$ cat config.mk
export PLATFORM = sky130hd
export DESIGN_NAME = intersection_sequencer
export DESIGN_NICKNAME = d
export VERILOG_FILES = /design/src/rtl/intersection_sequencer.sv
export SDC_FILE = /design/constraint.sdc
export NUM_CORES = 1
export LEC_CHECK = 0
export ABC_AREA = 1
export CAP_MARGIN = 10
export CORE_AREA = 5 5 80 82
export CTS_BUF_LIST = sky130_fd_sc_hd__clkbuf_2
export DETAILED_ROUTE_END_ITERATION = 16
export DIE_AREA = 0 0 85 87
export PLACE_DENSITY = 0.67
export SYNTH_ARGS = -nofsm -noshare
export SYNTH_HDL_FRONTEND = slang
export SYNTH_SLANG_ARGS = --single-unit
$ cat constraint.sdc
create_clock -name clk -period 2.5 [get_ports clk]
set_input_delay 0.5 -clock clk [delete_from_list [all_inputs] [get_ports clk]]
set_output_delay 0.5 -clock clk [all_outputs]
set_load 0.02 [all_outputs]
$ cat src/rtl/intersection_sequencer.sv
// Phase/timer sequencer for the highway/country-road intersection; drives highway lamps and the CR controller handshake.
// Latency: inputs pass a 2-FF synchroniser; a phase ends one cycle after its exit condition (time_out cycle).
// Backpressure: none; HWG holds indefinitely until a country-road request is latched.
module intersection_sequencer #(
    parameter int CLK_DIV  = 50_000_000,
    parameter int HW_MIN_G = 10,
    parameter int YEL      = 3,
    parameter int CR_MIN_G = 5,
    parameter int CR_MAX_G = 15,
    parameter int CR_EXT   = 2
) (
    input  logic       clk,
    input  logic       rst_n,
    input  logic       cr_car,
    input  logic       force_hw,
    output logic       cr_ena,
    output logic       time_out,
    output logic [2:0] hw_led,
    output logic [1:0] phase,
    output logic       cr_req
);

    function automatic int max2(input int a, input int b);
        return (a > b) ? a : b;
    endfunction

    localparam int TMAX = max2(max2(HW_MIN_G, YEL), max2(CR_MAX_G, CR_EXT));
    localparam int TW   = $clog2(TMAX + 1);
    localparam int PW   = $clog2(CLK_DIV + 1);

    localparam logic [TW-1:0] HWG_L  = TW'(HW_MIN_G);
    localparam logic [TW-1:0] YEL_L  = TW'(YEL);
    localparam logic [TW-1:0] MING_L = TW'(CR_MIN_G);
    localparam logic [TW-1:0] MAXG_L = TW'(CR_MAX_G);
    localparam logic [TW-1:0] EXT_L  = TW'(CR_EXT);
    localparam logic [PW-1:0] PDIV_L = PW'(CLK_DIV - 1);

    if (CLK_DIV < 1 || HW_MIN_G < 1 || YEL < 1 || CR_MIN_G < 1 || CR_MAX_G < 1 ||
        CR_EXT < 1 || CR_MIN_G > CR_MAX_G) begin : g_bad_params
        $error("intersection_sequencer: illegal parameter set");
    end

    typedef enum logic [1:0] {
        HWG = 2'b00,
        HWY = 2'b01,
        CRG = 2'b10,
        CRY = 2'b11
    } phase_t;

    phase_t         state, state_n;
    logic [PW-1:0]  presc, presc_n;
    logic [TW-1:0]  timer, timer_n, tmr_dec, ext_cnt, ext_n, ext_rem, ext_amt;
    logic           car_s1, car_s2, frc_s1, frc_s2;
    logic           to_n, to_hw, to_hw_n, req_n, req_set, req_clr;
    logic           tick, zero;

    // Synchronisers and all sequencer state; reset returns to HWG entry values
    always_ff @(posedge clk or negedge rst_n) begin
        if (!rst_n) begin
            car_s1   <= 1'b0;
            car_s2   <= 1'b0;
            frc_s1   <= 1'b0;
            frc_s2   <= 1'b0;
            state    <= HWG;
            presc    <= '0;
            timer    <= HWG_L;
            ext_cnt  <= '0;
            cr_req   <= 1'b0;
            time_out <= 1'b0;
            to_hw    <= 1'b0;
        end else begin
            car_s1   <= cr_car;
            car_s2   <= car_s1;
            frc_s1   <= force_hw;
            frc_s2   <= frc_s1;
            state    <= state_n;
            presc    <= presc_n;
            timer    <= timer_n;
            ext_cnt  <= ext_n;
            cr_req   <= req_n;
            time_out <= to_n;
            to_hw    <= to_hw_n;
        end
    end

    // Next-state: exit is judged on the timer value this edge would produce, so
    // time_out rises on the same edge the timer reaches zero
    always_comb begin
        tick     = (presc == PDIV_L);
        tmr_dec  = (tick && timer != '0) ? timer - TW'(1) : timer;
        zero     = (tmr_dec == '0);
        ext_rem  = MAXG_L - ext_cnt;
        ext_amt  = (EXT_L < ext_rem) ? EXT_L : ext_rem;
        state_n  = state;
        presc_n  = tick ? '0 : presc + PW'(1);
        timer_n  = tmr_dec;
        ext_n    = ext_cnt;
        to_n     = 1'b0;
        to_hw_n  = to_hw;
        req_set  = car_s2 && (state != CRG);
        req_clr  = 1'b0;
        if (time_out) begin
            presc_n = '0;
            to_hw_n = 1'b0;
            case (state)
                HWG: begin
                    state_n = HWY;
                    timer_n = YEL_L;
                end
                HWY: begin
                    if (to_hw) begin
                        state_n = HWG;
                        timer_n = HWG_L;
                    end else begin
                        state_n = CRG;
                        timer_n = MING_L;
                        ext_n   = MING_L;
                        req_clr = 1'b1;
                    end
                end
                CRG: begin
                    state_n = CRY;
                    timer_n = YEL_L;
                end
                default: begin
                    state_n = HWG;
                    timer_n = HWG_L;
                end
            endcase
        end else begin
            case (state)
                HWG: to_n = zero && cr_req;
                HWY: begin
                    if (zero) begin
                        to_n    = 1'b1;
                        to_hw_n = frc_s2;
                    end
                end
                CRG: begin
                    if (frc_s2) begin
                        to_n = 1'b1;
                    end else if (zero) begin
                        if (car_s2 && ext_cnt < MAXG_L) begin
                            timer_n = ext_amt;
                            ext_n   = ext_cnt + ext_amt;
                        end else begin
                            to_n = 1'b1;
                        end
                    end
                end
                default: to_n = zero;
            endcase
        end
        req_n = req_clr ? 1'b0 : (req_set ? 1'b1 : cr_req);
    end

    // Lamp and handshake decode from registered state
    always_comb begin
        phase  = state;
        cr_ena = (state == HWY) && !(time_out && to_hw);
        case (state)
            HWG:     hw_led = 3'b100;
            HWY:     hw_led = 3'b010;
            default: hw_led = 3'b001;
        endcase
    end

endmodule
* Yosys cells after proc, flatten, opt, wreduce, memory -nomap -nowiden
Cells that the tools add are included.
** Storage, ports and cells
- Bits in registers :: 43
- Output and inout port bits :: 8
- Logic and storage cells :: 77
- Input bits :: 4
** Operators by class
- Equality and inequality tests :: 7
- Magnitude comparators :: 2
- Mux-type cells :: 35
- Add/subtract/negate cells :: 4
- Reductions and logical operators :: 18
** Operators by type and width (number)
- 4-bit two-way mux :: 15
- 26-bit two-way mux :: 2
- 26-bit by 1-bit adder with 26-bit output (second input constant) :: 1
- 26-bit == test (second input constant) :: 1
- 1-bit two-way mux :: 13
- 2-bit nonzero test :: 5
- 4-bit case mux with 2 select lines :: 1
- 1-bit logical AND :: 6
- 2-bit inequality test (second input constant) :: 3
- 2-bit case mux with 3 select lines :: 1
- 3-bit case mux with 2 select lines :: 1
- 6-bit AND reduction :: 1
- 4-bit adder :: 1
- 4-bit zero test :: 1
- 2-bit by 4-bit < comparator with 1-bit output (first input constant) :: 1
- 4-bit < comparator (second input constant) :: 1
- 4-bit nonzero test :: 1
- 4-bit by 1-bit subtractor with 4-bit output (second input constant) :: 1
- 4-bit subtractor (first input constant) :: 1
- 1-bit case mux with 3 select lines :: 1
- 2-bit by 1-bit == test with 1-bit output (second input constant) :: 1
- 2-bit == test (second input constant) :: 1
- 2-bit zero test :: 1
- 2-bit two-way mux :: 1
- other kinds (4) :: 4

* Depth between registers and ports, before layout
- Word-level depth :: 9
- Depth in mapped cells :: 14

* Least setup slack after synthesis
OpenSTA, ideal clock, no wires.
- Path kind :: flip-flop to output port
- Start :: reg state[0], in the netlist phase[0]
- End :: out cr_ena
- Slack :: 556 ps
- Stages on the path, launching flop included :: 5
- Buffers on the path :: 0
- Data arrival time :: 1444 ps
- Cell sequence :: dfrtp_1 -> inv_1 -> nor2_1 -> inv_1 -> a21oi_1
** Between the ends
- Cells in the longest elaborated chain, start to end :: 2
** RTL lines
- start: declaration :: RTL line 50 : phase_t state, state_n;
- start signal: assignment :: RTL line 76 : state <= state_n;
- 2-bit by 1-bit == test with 1-bit output :: RTL line 160 : cr_ena = (state == HWY) && !(time_out && to_hw);
- 1-bit logical AND :: RTL line 160
- end: declaration :: RTL line 16 : output logic cr_ena,
No other way between the ends.

* Final worst setup path
- Start :: reg state[0], in the netlist phase[0]
- End :: out hw_led[1]
** Between the ends
- Cells in the longest elaborated chain, start to end :: 2
** RTL lines
- 2-bit by 1-bit == test with 1-bit output or 2-bit zero test (tied branches) :: RTL line 161 : case (state)
- 3-bit case mux with 2 select lines * :: RTL line 161
- end: declaration :: RTL line 18 : output logic [2:0] hw_led,
Mark *: on every way between the ends. The rest lies on a longest branch, timed or not.

==> flow_metrics.env <==
export IMPL_outcome="completed"
export IMPL_min_from="car_s1$_DFF_PN0_"
export IMPL_clkTransAtPathRegs_ns=0.21
export IMPL_place_port_buffers=11
export IMPL_powerDensity_nw_per_um2=828.9
export IMPL_final_nets=340
export IMPL_clk_latency_ns=0.42
export IMPL_synthDistinctLibCells=34
export IMPL_finalSetupViolCount=0
export IMPL_die_h_um=87
export IMPL_core_area_um2=5675
export IMPL_final_cell_mix="61 x nand2_1, 49 x nor2_1, 40 x dfrtp_1"
export IMPL_grt_pass1_vias=2123
export IMPL_ys_seq_elements=43
export IMPL_synth_top_area_cell="dfrtp_1"
export IMPL_whs_path_depth=0
export IMPL_place_congestion=0.8977
export IMPL_gr_total_overflow=0
export IMPL_ant_nets=0
export IMPL_critical_path_max_fanout=7
export IMPL_synth_compound_area_frac=0.09072
export IMPL_cts_tree="yes"
export IMPL_startpoint_type="flip-flop"
export IMPL_tns_ns=0
export IMPL_diodes=0
export IMPL_r2r_end="presc[24]$_DFF_PN0_"
export IMPL_hold_class="flip-flop to flip-flop"
export IMPL_period_share=0.8814
export IMPL_wl_um=5186
export IMPL_critPathTopFamily="buffers and inverters"
export IMPL_yosys_area_share_simple=0.3675
export IMPL_dp_hpwl_um=3895
export IMPL_fin_crit_ns=2.203
export IMPL_io_pins=12
export IMPL_cp_buffers_inverters=2
export IMPL_drt_pass1_iterations=4
export IMPL_drive_gt1_frac=0.1287
export IMPL_grtUsageTotal=0.1580
export IMPL_ys_flop_type="dfrtp_1"
export IMPL_crit_start="phase[0]$_DFFE_PN0P_"
export IMPL_syn_to_final_growth_pct=11.84
export IMPL_peakVddDrop_uv=554.8
export IMPL_final_max_slew_viol_count=0
export IMPL_cts_root_buffer="clkbuf_2"
export IMPL_netlist_instances=314
export IMPL_htreeDepth=2
export IMPL_netlist_area_um2=2441
export IMPL_synth_fa_ha_area_frac=0.01538
export IMPL_crit_path_end_kind="primary output"
export IMPL_power_total_mw=2.263
export IMPL_first_iter_violations=135
export IMPL_synth_avg_cell_area_um2=7.774
export IMPL_max_stage_delay_ns=0.63
export IMPL_leakage_nw=1.323
export IMPL_ys_top_cells_by_area="dfrtp_1 42%, nand2_1 9.4%, nor2_1 7.5%, inv_1 4.6%, a21oi_1 3.9%"
export IMPL_synth_top_cell_area_share=0.4203
export IMPL_start_util=0.4301
export IMPL_skew_ns=0.02293
export IMPL_grt_pass1_wl_um=9459
export IMPL_synth_mux_area_fraction=0
export IMPL_layout_commonest_cell="nand2_1"
export IMPL_viasPerCell=5.088
export IMPL_async_flop_share=1.000
export IMPL_cts_sinks=43
export IMPL_rsz0062_at_grt="false"
export IMPL_drc_errors=0
export IMPL_synth_top_family_by_area="simple AND/OR/NAND/NOR gates"
export IMPL_slowest_stage="clkdlybuf4s50_1"
export IMPL_antenna_found_initial=0
export IMPL_synth_xor_area_share=0.01435
export IMPL_synth_edff_count=0
export IMPL_ys_seq_area_frac=0.4418
export IMPL_wire_per_inst_um=12.68
export IMPL_drv_cap=0
export IMPL_worstSetupPathType="flip-flop to primary output"
export IMPL_holdPathEnd="car_s2$_DFF_PN0_"
export IMPL_cp_arrival_ns=1.70
export IMPL_max_clock_path_buffers=2
export IMPL_grt_max_degree=37
export IMPL_crit_chain="inv_1 -> nor2_1 -> clkdlybuf4s50_1"
export IMPL_final_core_util=0.4810
export IMPL_die_area_um2=7395
export IMPL_finalHoldViolCount=0
export IMPL_syn_nets=321
export IMPL_num_vias=2081
export IMPL_crit_required_ns=2.00
export IMPL_ys_warn_count=0
export IMPL_std_cell_rows=28
export IMPL_rrSetupSlack_ns=0.52
export IMPL_dieWidth_um=85
export IMPL_reg2reg_from="presc[0]$_DFF_PN0_"
export IMPL_r2r_cells=10
export IMPL_clock_fmax_ghz=0.4538
export IMPL_cts_made_buffers=5
==> report_power, final <==
| part | internal, mW | total (mW) | switching, mW |
|---|---|---|---|
| registers | 0.847 | 0.986 | 0.139 |
| clock network | 0.165 | 0.392 | 0.228 |
| logic | 0.352 | 0.885 | 0.532 |
==> metrics by stage <==
| step | worst slack (ns) | std cells | hold slack [ns] | area (um2) |
|---|---|---|---|---|
| floorplan | 0.5558 | 314 | 0.2044 | 2441 |
| finish | 0.2966 | 409 | 0.3814 | 2730 |
| global route | 0.1689 | 409 | 0.3921 | 2730 |
| global placement | 0.5592 | 400 | 0.3321 | 2653 |
| detailed placement | 0.5361 | 400 | 0.3409 | 2653 |
| CTS | 0.007483 | 409 | 0.3858 | 2726 |
==> cell usage after synthesis, types with 3 or more instances <==
cell type	count
nand2_4	3
nand4_1	14
nand3_1	12
o21ai_0	12
ha_1	3
dfrtp_1	41
nor2_1	49
o21ai_1	4
nand3b_1	3
nor2_4	5
nor3_1	13
nand2_2	5
inv_2	8
nor2_8	3
a21oi_1	19
nand2_1	61
inv_1	30
xor2_1	3
nor4_1	3
==> kinds of logic after synthesis <==
kind of cell    count (synthesis)
fa+ha+maj                       3
xor+xnor                        4
flops                          43
buf+inv                        44
other cells                     1
simple gates                  178
compound gates                 41
==> worst max path at each step <==
stage	slack, ns	end	cells past startpoint
finish	0.30	hw_led[1]	3
global route	0.17	hw_led[1]	3
CTS	0.007	cr_ena	5
detailed placement	0.54	cr_ena	5
global placement	0.56	cr_ena	5
floorplan	0.56	cr_ena	4
==> registers in the layout (all words and copies together) (netlist names), 2 cells and up <==
name,cells
ext_cnt,4
phase,2
presc,26
timer,4
==> what timing repair did <==
action | in CTS | in global routing
setup buffers | 0 | 0
endpoints found under the setup margin | 0 | 1
hold endpoints to repair | 7 | 0
hold buffers | 1 | 0
gates resized for setup | 0 | 2
==> area by class of cell <==
| cell class | count | area (um2) |
|---|---|---|
| Multi-Input combinational cell | 227 | 1195 |
| Sequential cell | 43 | 1080 |
| Clock buffer | 5 | 25.02 |
| Fill cell | 587 | 2945 |
| Timing Repair Buffer | 16 | 147.6 |
| Clock inverter | 3 | 38.79 |
| Inverter | 40 | 150.1 |
| Tap cell | 75 | 93.84 |
==> worst register-to-register path: cells and delay by family, from the launching register on <==
kind | cells | cell delay (ns)
AOI/OAI and AO/OA | 2 | 0.20
DFF | 1 | 0.42
and+or+nand+nor | 7 | 1.13
adders and majority gates | 1 | 0.17
==> per-layer routing <==
layer | GRT usage | share of wire | vias up
met4 | 0.05324 | 0.018 | 0
met5 | 0 | 0 | -
met2 | 0.2655 | 0.48 | 43
met1 | 0.2036 | 0.47 | 963
met3 | 0.03217 | 0.033 | 11
li1 | - | - | 1064
(Power assumes the default switching activity.)
